`src/rtl/regfile_dump.sv`:
```
// Debug read-out sequencer: walks a wrapping register range through one regfile
// read port and streams (address, data) beats on a valid/ready interface.
//   state | meaning
//   IDLE  | waiting for i_start; o_rs_addr holds its last value
//   LOAD  | o_rs_addr presented to the regfile; capture data at the edge
//   SEND  | beat held on o_valid until accepted
//   DONE  | one-cycle o_done pulse after the final accept
module regfile_dump #(
  parameter int DATA_W = 32,
  parameter int ADDR_W = 5
) (
  input  logic              i_clk,
  input  logic              i_reset,
  input  logic              i_start,
  input  logic [ADDR_W-1:0] i_first_addr,
  input  logic [ADDR_W-1:0] i_last_addr,
  output logic [ADDR_W-1:0] o_rs_addr,
  input  logic [DATA_W-1:0] i_rs_data,
  output logic              o_valid,
  input  logic              i_ready,
  output logic [DATA_W-1:0] o_data,
  output logic [ADDR_W-1:0] o_addr,
  output logic              o_last,
  output logic              o_busy,
  output logic              o_done
);

  typedef enum logic [1:0] {IDLE, LOAD, SEND, DONE} state_t;

  state_t            state;
  state_t            state_nxt;
  logic [ADDR_W-1:0] last_addr;

  always_ff @(posedge i_clk or posedge i_reset) begin
    if (i_reset) state <= IDLE;
    else         state <= state_nxt;
  end

  always_comb begin
    state_nxt = state;
    case (state)
      IDLE:    if (i_start) state_nxt = LOAD;
      LOAD:    state_nxt = SEND;
      SEND:    if (i_ready) state_nxt = o_last ? DONE : LOAD;
      DONE:    state_nxt = IDLE;
      default: state_nxt = IDLE;
    endcase
  end

  // Status flags are flops loaded from the next state so every output is registered.
  always_ff @(posedge i_clk or posedge i_reset) begin
    if (i_reset) begin
      o_valid <= 1'b0;
      o_busy  <= 1'b0;
      o_done  <= 1'b0;
    end else begin
      o_valid <= (state_nxt == SEND);
      o_busy  <= (state_nxt != IDLE);
      o_done  <= (state_nxt == DONE);
    end
  end

  always_ff @(posedge i_clk or posedge i_reset) begin
    if (i_reset) begin
      o_rs_addr <= '0;
      last_addr <= '0;
      o_data    <= '0;
      o_addr    <= '0;
      o_last    <= 1'b0;
    end else begin
      case (state)
        IDLE: begin
          if (i_start) begin
            last_addr <= i_last_addr;
            o_rs_addr <= i_first_addr;
          end
        end
        LOAD: begin
          o_data <= i_rs_data;
          o_addr <= o_rs_addr;
          o_last <= (o_rs_addr == last_addr);
        end
        SEND: begin
          // Natural ADDR_W-bit overflow gives the 31 -> 0 wrap.
          if (i_ready && !o_last) o_rs_addr <= o_rs_addr + ADDR_W'(1);
        end
        default: ;
      endcase
    end
  end

endmodule

```
`config.mk`:
```
export PLATFORM = sky130hd
export DESIGN_NAME = regfile_dump
export DESIGN_NICKNAME = d
export VERILOG_FILES = /design/src/rtl/regfile_dump.sv
export SDC_FILE = /design/constraint.sdc
export NUM_CORES = 1
export LEC_CHECK = 0
export CAP_MARGIN = 25
export CORE_MARGIN = 2
export CORE_UTILIZATION = 30
export CTS_CLUSTER_DIAMETER = 80
export DETAILED_ROUTE_END_ITERATION = 6
export PLACE_DENSITY = 0.69
export SYNTH_ARGS = -nofsm -noshare
export SYNTH_HDL_FRONTEND = slang
export SYNTH_SLANG_ARGS = --single-unit
export TNS_END_PERCENT = 100
```
`constraint.sdc`:
```
create_clock -name i_clk -period 1.62 [get_ports i_clk]
set_input_delay 0.162 -clock i_clk [delete_from_list [all_inputs] [get_ports i_clk]]
set_output_delay 0.162 -clock i_clk [all_outputs]
set_load 0.02 [all_outputs]
```
==> results of run 1 <==
power by group through the flow:
stage	sequential, mW	clock (mW)	combinational, mW
5_1_grt	2.49	0.813	4.02
3_5_place_dp	2.44	0	3.82
4_1_cts	2.41	0.768	3.83
6_report	2.40	0.717	3.77
3_3_place_gp	2.41	0	3.79
2_1_floorplan	3.10	0	1.50
worst paths after layout:
kind,to,slack [ns],depth (start not counted)
setup / recovery,o_rs_addr[0],0.08,1
hold / removal,o_data[21],0.22,3
setup reg to reg,o_rs_addr[4],0.18,4
hold reg to reg,o_data[31],0.50,1
max in group asynchronous,o_addr[2],1.16,3
min in group i_clk,o_data[1],0.45,2
final cells by class:
type	count	area share [%]
Clock buffer	6	2.14
Sequential cell	53	39.1
Timing Repair Buffer	100	29.6
Inverter	4	0.443
Clock inverter	2	0.295
Multi-Input combinational cell	86	24.8
Tap cell	99	3.65
registers in the layout, summed over array words and instances, names as in the netlist:
| name | cells |
|---|---|
| last_addr | 5 |
| o_addr | 5 |
| o_busy | 1 |
| o_data | 32 |
| o_done | 1 |
| o_last | 1 |
| o_rs_addr | 5 |
| o_valid | 1 |
| state | 2 |
kinds of logic (layout without fill, tap and decap cells):
group                      Yosys count  count (layout)  share of synthesized area [%]
AOI/OAI and AO/OA                   15              15                           5.94
xor gates and xnor gates             5               5                           1.96
and+or+nand+nor                     21              21                           6.89
DFF                                 53              53                           59.4
adders and majority gates            1               1                          0.560
buffers and inverters               11             112                           3.19
muxes                               44              44                           22.1
cell usage in the layout (no fill, tap or decap), types with 2 or more instances in the layout:
cell,netlist,final
a221oi_1,3,3
buf_12,0,2
buf_4,4,7
clkbuf_8,0,5
clkdlybuf4s50_1,0,89
clkinv_2,0,2
dfrtp_1,53,53
inv_1,4,3
mux2_1,3,3
mux2_2,40,40
nand2_1,4,4
nand2b_1,4,3
nand3_1,3,3
nand3b_1,2,2
o21ai_0,2,2
xnor2_1,3,3
xor2_1,2,2
through the flow:
step	hold slack [ns]	cells	instance area (sq um)	worst slack (ns)
final	0.222	350	3390	0.0767
after CTS	0.223	350	3390	0.0245
after global placement	0.473	342	3310	0.0953
after detailed placement	0.481	342	3310	0.0846
after global routing	0.240	350	3390	0.0239
after floorplan	0.294	150	2230	0.172
tightest hold or removal path: stages:
cell and delay, ns:
clkdlybuf4s50_1 0.41, inv_2 0.07, buf_12 0.26
per-layer routing:
layer | share of wire (%) | wire length [um] | global-route usage, %
met5 | 0 | 0 | 0
met4 | 1.3 | 61 | 3.85
met3 | 7.3 | 347 | 4.42
met2 | 48 | 2290 | 19.0
met1 | 43 | 2040 | 15.3
==> results list, run 1 <==
- Of the synthesized area, sequential elements account for 59.4%.
- Die Area: between 8000 and 9000 sq um
- Clock network fraction of total power: 10.4%
- Critical path launch point: o_rs_addr[0]
- Clock transition time at the flip-flop clock pins of the worst setup and hold paths: 0.09 ns
* Horizontal die dimension: roughly 90 um
* Violation count after the first detailed-routing iteration: 37
* Dominant cell type by area after synthesis: dfrtp_1
* Max-slew violation total from the final report: 0
* Largest net degree at the start of global routing: 54
- Startpoint types: flop
- Cell area after synthesis: 2230 sq um
- Cells fill between 40 and 50% of the core in the end.
- LEAKAGE: 1.40 nW
* EDFF count, synth: 0
* Final hold viol count: 0
* Final period demand of the worst path: 1.54 ns
* Worst-margin pin slew: 0.349 ns
- Count of different cell masters after synthesis: 35
* First-pass GRT wire length: 7800 um
* Synthesized area divided by synthesized cell count: 14.9 sq um
* Crit path cell chain: clkdlybuf4s50_1
- After detailed routing, the number of vias per cell comes to 4.53.
- By count the netlist is led by dfrtp_1 (53), mux2_2 (40).
* Final critical-path share of the clock period: 95.3%
- Count of antenna diodes in the layout: 0
* GPL Wtd Cong: slightly below 0.8
* Number of hold buffers added after cts: 0
- Sum of buffers and inverters on the critical path: 1
* Core box area: 7210 sq um
- Drt pass-1 iters: 4
* Arrival time at the worst endpoint: approximately 1.4 ns
- The clock drives 53 sinks.
- Sequential cells burn between 30% and 40% of the power.
- The internal portion of the total power is 4.37 mW.
* Most used standard cell by instance count after synthesis: dfrtp_1
* Fraction of final layout cells sized beyond drive strength 1: 25.9%
- From synthesis to final layout, the design area changed by 51.8%.
* Sequential cell area in the final layout: approximately 1300 sq um
* Root Buffer: clkbuf_8
* Worst stage delay on the critical path: roughly 0.64 ns
* Clk_skew: 0.00409 ns
- The cell count after synthesis came out at 150.
* Number of global-route vias before repair: 1591
- Along the worst path, the maximum fanout reaches 5.
* DP Wirelength: between 3000 and 4000 um
- Count of buffers from port buffering: 91
- Average detailed-routed wire length per instance: between 10 and 15 um
- Later-pin clock latency in the skew report: 0.30 ns
- Required time at the worst-slack endpoint: 1.46 ns
- The worst setup path is captured at an output pin.
- The critical path is of the flop to output pin type.
* Power Density: about 2000 nW/um^2
* Dominant delay contributor by cell family on the critical path: buffers and inverters
* GRT Resource Usage Total: between 10% and 20%
* Switching part of the total: 36.5%
* Inserted Clock Buffers: 5
- Once the clock tree was built, the setup fixing pass inserted 0 buffers.
- Largest voltage drop on the vdd net: 0.761 mV
- Among all flip-flop cells after synthesis, the most frequent one is dfrtp_1.
- Fmax: approximately 0.65 GHz
* Initial core utilization: approximately 31%
* Ranking of synthesized cells by area: dfrtp_1 (59%), mux2_2 (20%), mux2_1 (1.5%)
- Total gr overflow: 0
- From bottom edge to top edge, the die measures ~90 um.
- Setup repair after global routing left no endpoint under its margin.
- Initial antenna violation count: 0
- Area taken by multi-input logic gates: between 800 and 900 sq um
- The detailed router placed approximately 1.6k vias in this run.
- The number of nets in the synthesized netlist is 197.
* DRC viols: 0
- Flip-flop and latch count after synthesis: 53
- Sum of routed wire length over all layers: approximately 4700 um
- The slowest stage of the critical path belongs to the cell clkdlybuf4s50_1.
- I/O pin count: 92
- During synthesis, Yosys emitted a total of 0 warnings.
- Number of maximum-capacitance constraint violations: 0
- Power comes to 6.89 mW.
- At the end of the flow, the number of nets in the layout was 297.
* Max-Slew Margin vs Limit: 76.7%
- Counting along the longest clock path gives a buffer depth of 2.
* Combinational share of power: 54.7%
- Cell row count: 31
* Run status: finished clean
- Psw: 2.52 mW
- H-tree levels: 2
* TritonCTS clock tree: built
- In this run the worst hold path is classified as input pin to async pin.
* R2r startpoint: state[1]
- Filler cell count: 678
- Of the post-synthesis cell area, the dominant cell type holds about three fifths.
- In this run the remaining antenna-violating nets after routing total 0.
* Post-CTS sizing: 1
* Setup TNS Final: 0 ns
- Share of flip-flops with an asynchronous set or reset after synthesis: 100%
- Setup violations remaining at the end of the flow were counted as 0.
Power figures use the tool's default switching activity.
==> run 2: changes to the inputs <==
--- a/config.mk
+++ b/config.mk
@@ -5,12 +5,13 @@
 export SDC_FILE = /design/constraint.sdc
 export NUM_CORES = 1
 export LEC_CHECK = 0
+export ABC_AREA = 1
 export CAP_MARGIN = 25
 export CORE_MARGIN = 2
 export CORE_UTILIZATION = 30
 export CTS_CLUSTER_DIAMETER = 80
 export DETAILED_ROUTE_END_ITERATION = 6
-export PLACE_DENSITY = 0.69
+export PLACE_DENSITY = 0.7
 export SYNTH_ARGS = -nofsm -noshare
 export SYNTH_HDL_FRONTEND = slang
 export SYNTH_SLANG_ARGS = --single-unit
==> run 2 against run 1 <==
Effect of this change:
- die area fell by 1.7%
- routed wire length increased by 15%
- synthesized cell count up 74%
- core utilization fell by 0.15 points
- first-iteration DRC count rose by 110%
- critical path type unchanged
- worst setup slack gained 0.025 ns
- fmax up 1.6%
- final area is 0.85% lower
- cell count up 30%
- sequential share of layout area rose by 0.41 points
==> results list, run 2 <==
- Clock transition time at the flip-flop clock pins of the worst setup and hold paths: 0.09 ns (about the same)
- The number of clock buffers inserted by TritonCTS is 5 (unchanged).
* Setup TNS Final: 0 ns (unchanged)
* Psw: 2.80 mW (was 2.52 mW)
- The number of input and output port buffers inserted is 91 (unchanged).
- Maximum buffer depth of the clock tree: 2 (unchanged)
- The global routing usage on met1 is 18.0% (was 15.3%).
* Reg with most FFs: o_data (unchanged)
- Hold/Removal Path Class: input pin to async pin (unchanged)
* Required time at the worst-slack endpoint: 1.46 ns (about the same)
- The total via count in the routed design was 1949 (was 1585).
- Share of flip-flops with an asynchronous set or reset after synthesis: 100% (unchanged)
* Sum of routed wire length over all layers: 5430 um (was 4730 um)
* GPL Wtd Cong: 0.812 (was 0.785)
- Final hold viol count: 0 (unchanged)
- Startpoint-to-endpoint class of the critical path: flop to output pin (unchanged)
- Via/cell ratio: 4.29 (was 4.53)
- The cell area after synthesis is 2190 sq um (was 2230 sq um).
* Internal power consumption: 3.95 mW (was 4.37 mW)
- Ranking of synthesized cells by instance count: nand2_1 (131), dfrtp_1 (53), inv_1 (15), nor2_1 (14) (was dfrtp_1 (53), mux2_2 (40))
- The kind of cell adding the most delay to the critical path was buffers and inverters (unchanged).
- The slew of the pin with the lowest slew margin is 0.667 ns (was 0.349 ns).
* Count of antenna diodes in the layout: 0 (unchanged)
- The mean cell area of the mapped netlist is 8.41 sq um (was 14.9 sq um).
* Startpoint types: flop (unchanged)
- Fraction of final layout cells sized beyond drive strength 1: 6.20% (was 25.9%)
- The number of warnings reported in the yosys synthesis log came to 0 (unchanged).
- The share of Yosys cell area claimed by the top area cell type is 60.4% (was 59.4%).
- Drt pass-1 iters: 5 (was 4)
* Core box area: 7180 sq um (was 7210 sq um)
- Gate Count Post-Synth: 261 (was 150)
- The via count of the first global-routing pass is 1877 (was 1591).
* CP max FO: 6 (was 5)
- The number of flip-flops under the largest register name came to 32 (unchanged).
- Sum of buffers and inverters on the critical path: 1 (unchanged)
* DP Wirelength: 4090 um (was 3520 um)
- Initial core utilization: 30.6% (was 31.0%)
- The slowest cell on the critical path was clkdlybuf4s50_1 (unchanged).
- The remaining number of nets flagged by the antenna check after routing is 0 (unchanged).
* Share of total power in sequential cells: 35.7% (was 34.9%)
- Max-slew violation total from the final report: 0 (unchanged)
- Number of maximum-capacitance constraint violations: 0 (unchanged)
- Horizontal die dimension: 89.5 um (was 90.3 um)
- Total power of the final layout: 6.74 mW (was 6.89 mW)
- The power per cell area came to 2000 nW/um^2 (was 2030 nW/um^2).
- Fraction of the yosys area taken by sequential cells: 60.4% (was 59.4%)
- H-tree levels: 2 (unchanged)
- Total number of clock tree sinks: 53 (unchanged)
* First-pass GRT wire length: 8600 um (was 7800 um)
- The arrival time reported for the critical path endpoint is 1.36 ns (was 1.38 ns).
- The pin count of the biggest net entering global routing was 44 (was 54).
- Setup repair after global routing missed its margin: false (unchanged).
* Critical path capture point type: output pin (unchanged)
* Root Buffer: clkbuf_8 (unchanged)
- Number of nets in the finished design: 401 (was 297)
- Worst stage delay on the critical path: 0.62 ns (was 0.64 ns)
- Cell row count: 31 (unchanged)
- The share of the cycle needed by the critical path after routing was 93.7% (was 95.3%).
- # setup viols final: 0 (unchanged)
* Clk_skew: 0.0104 ns (was 0.00409 ns)
- The most crowded layer after global routing is met2 (unchanged).
* Die span in y: 89.5 um (was 90.3 um)
- The combinational cell fraction of total power is 50.7% (was 54.7%).
* Total gr overflow: 0 (unchanged)
* LEAKAGE: 1.65 nW (was 1.40 nW)
- The time the worst path needs with I/O delays and setup came to 1.52 ns (was 1.54 ns).
* Ranking of synthesized cells by area: dfrtp_1 (60%), nand2_1 (22%), inv_1 (2.6%) (was dfrtp_1 (59%), mux2_2 (20%), mux2_1 (1.5%))
- The cell type with the largest total area after synthesis is dfrtp_1 (unchanged).
* Fmax: 0.659 GHz (was 0.648 GHz)
* GRT Resource Usage Total: 13.8% (was 12.0%)
- The total nets after synthesis was 308 (was 197).
* Synth-to-Final Area Change: 53.2% (was 51.8%)
- Met2 capacity usage during global routing: 23.4% (was 19.0%)
- The initial antenna violation count is 0 (unchanged).
- DRC viols: 0 (unchanged)
- The count of boundary I/O pins came to 92 (unchanged).
* Die Area: 8020 sq um (was 8150 sq um)
- Later-pin clock latency in the skew report: 0.30 ns (about the same)
- The number of enable-type register cells in the synthesized netlist came to 0 (unchanged).
- Total setup buffers inserted after CTS: 0 (unchanged)
- Run status: finished clean (unchanged)
- The clock share of power is 13.6% (was 10.4%).
- Flip-flop and latch count after synthesis: 53 (unchanged)
* Main flop type after synthesis: dfrtp_1 (unchanged)
* Count of different cell masters after synthesis: 16 (was 35)
- Crit path cell chain: clkdlybuf4s50_1 (unchanged)
* Highest-count cells in the layout ignoring fill and taps: nand2_1 (131), clkdlybuf4s50_1 (88), dfrtp_1 (51) (was clkdlybuf4s50_1 (89), dfrtp_1 (53), mux2_2 (40))
- The average detailed-routed wire length per instance was 12.0 um (was 13.5 um).
* Most common cell after layout, fill and taps aside: nand2_1 (was clkdlybuf4s50_1)
- Most used standard cell by instance count after synthesis: nand2_1 (was dfrtp_1)
- Switching part of the total: 41.5% (was 36.5%)
- Max-Slew Margin vs Limit: 55.5% (was 76.7%)
- The global-route met3 utilization came to 2.77% (was 4.42%).
- TritonCTS clock tree: built (unchanged)
- Violation count after the first detailed-routing iteration: 79 (was 37)
- The peak supply drop came to 0.899 mV (was 0.761 mV).
-- run 2: power by group through the flow --
stage | sequential (mW) | clock, mW | combinational (mW)
6_report | 2.40 | 0.918 | 3.42
5_1_grt | 2.49 | 1.01 | 3.82
4_1_cts | 2.41 | 0.963 | 3.48
3_5_place_dp | 2.43 | 0 | 3.49
3_3_place_gp | 2.41 | 0 | 3.41
2_1_floorplan | 3.03 | 0 | 1.29
-- run 2: what timing repair did --
action / CTS / global route
hold buffers: 0 / 0
endpoints found under the setup margin: 2 / 3
hold endpoints to repair: 0 / 0
cloned: 0 / 0
gates resized for setup: 2 / 3
-- run 2: layer usage --
metal  wire length [um]  share of wire [%]  up-vias
met5                  0                  0        -
met4                 21               0.39        0
met3                326                6.0        2
met2               2610                 48       71
met1               2470                 45      893
li1                   -                  -      983
-- run 2: worst paths after layout --
kind,startpoint,slack [ns],endpoint,cells after the start
worst max-delay path,o_rs_addr[1],0.10,o_rs_addr[1],1
worst min-delay path,i_reset,0.17,o_data[10],2
worst max register to register,state[0],0.21,o_addr[0],5
worst min register to register,o_data[5],0.48,o_data[5],2
max in group asynchronous,i_reset,0.99,o_data[26],3
min in group i_clk,i_rs_data[4],0.39,o_data[4],3
-- run 2: area by class of cell --
type / instances / area, sq um
fillers: 700 / 3810
clock inverters: 2 / 37.5
flip-flops and latches: 53 / 1330
multi-input cells: 182 / 761
clock buffers: 6 / 82.6
repair buffers: 94 / 962
inverters: 18 / 67.6
well taps: 99 / 124
-- run 2: logic make-up after synthesis --
family	synth area share (%)
and+or+nand+nor	29.5
DFF	60.4
buffers and inverters	4.90
AOI/OAI and AO/OA	4.56
adders and majority gates	0.570
-- run 2: through the flow --
step	utilization (%)	std cells	hold slack (ns)	cell area [sq um]	setup WS (ns)
floorplan	-	261	0.279	2190	0.172
CTS	46.8	454	0.178	3360	0.0173
global placement	45.1	446	0.454	3240	0.199
global route	46.9	454	0.180	3360	0.0379
finish	46.9	454	0.171	3360	0.102
detailed placement	45.1	446	0.459	3240	0.195
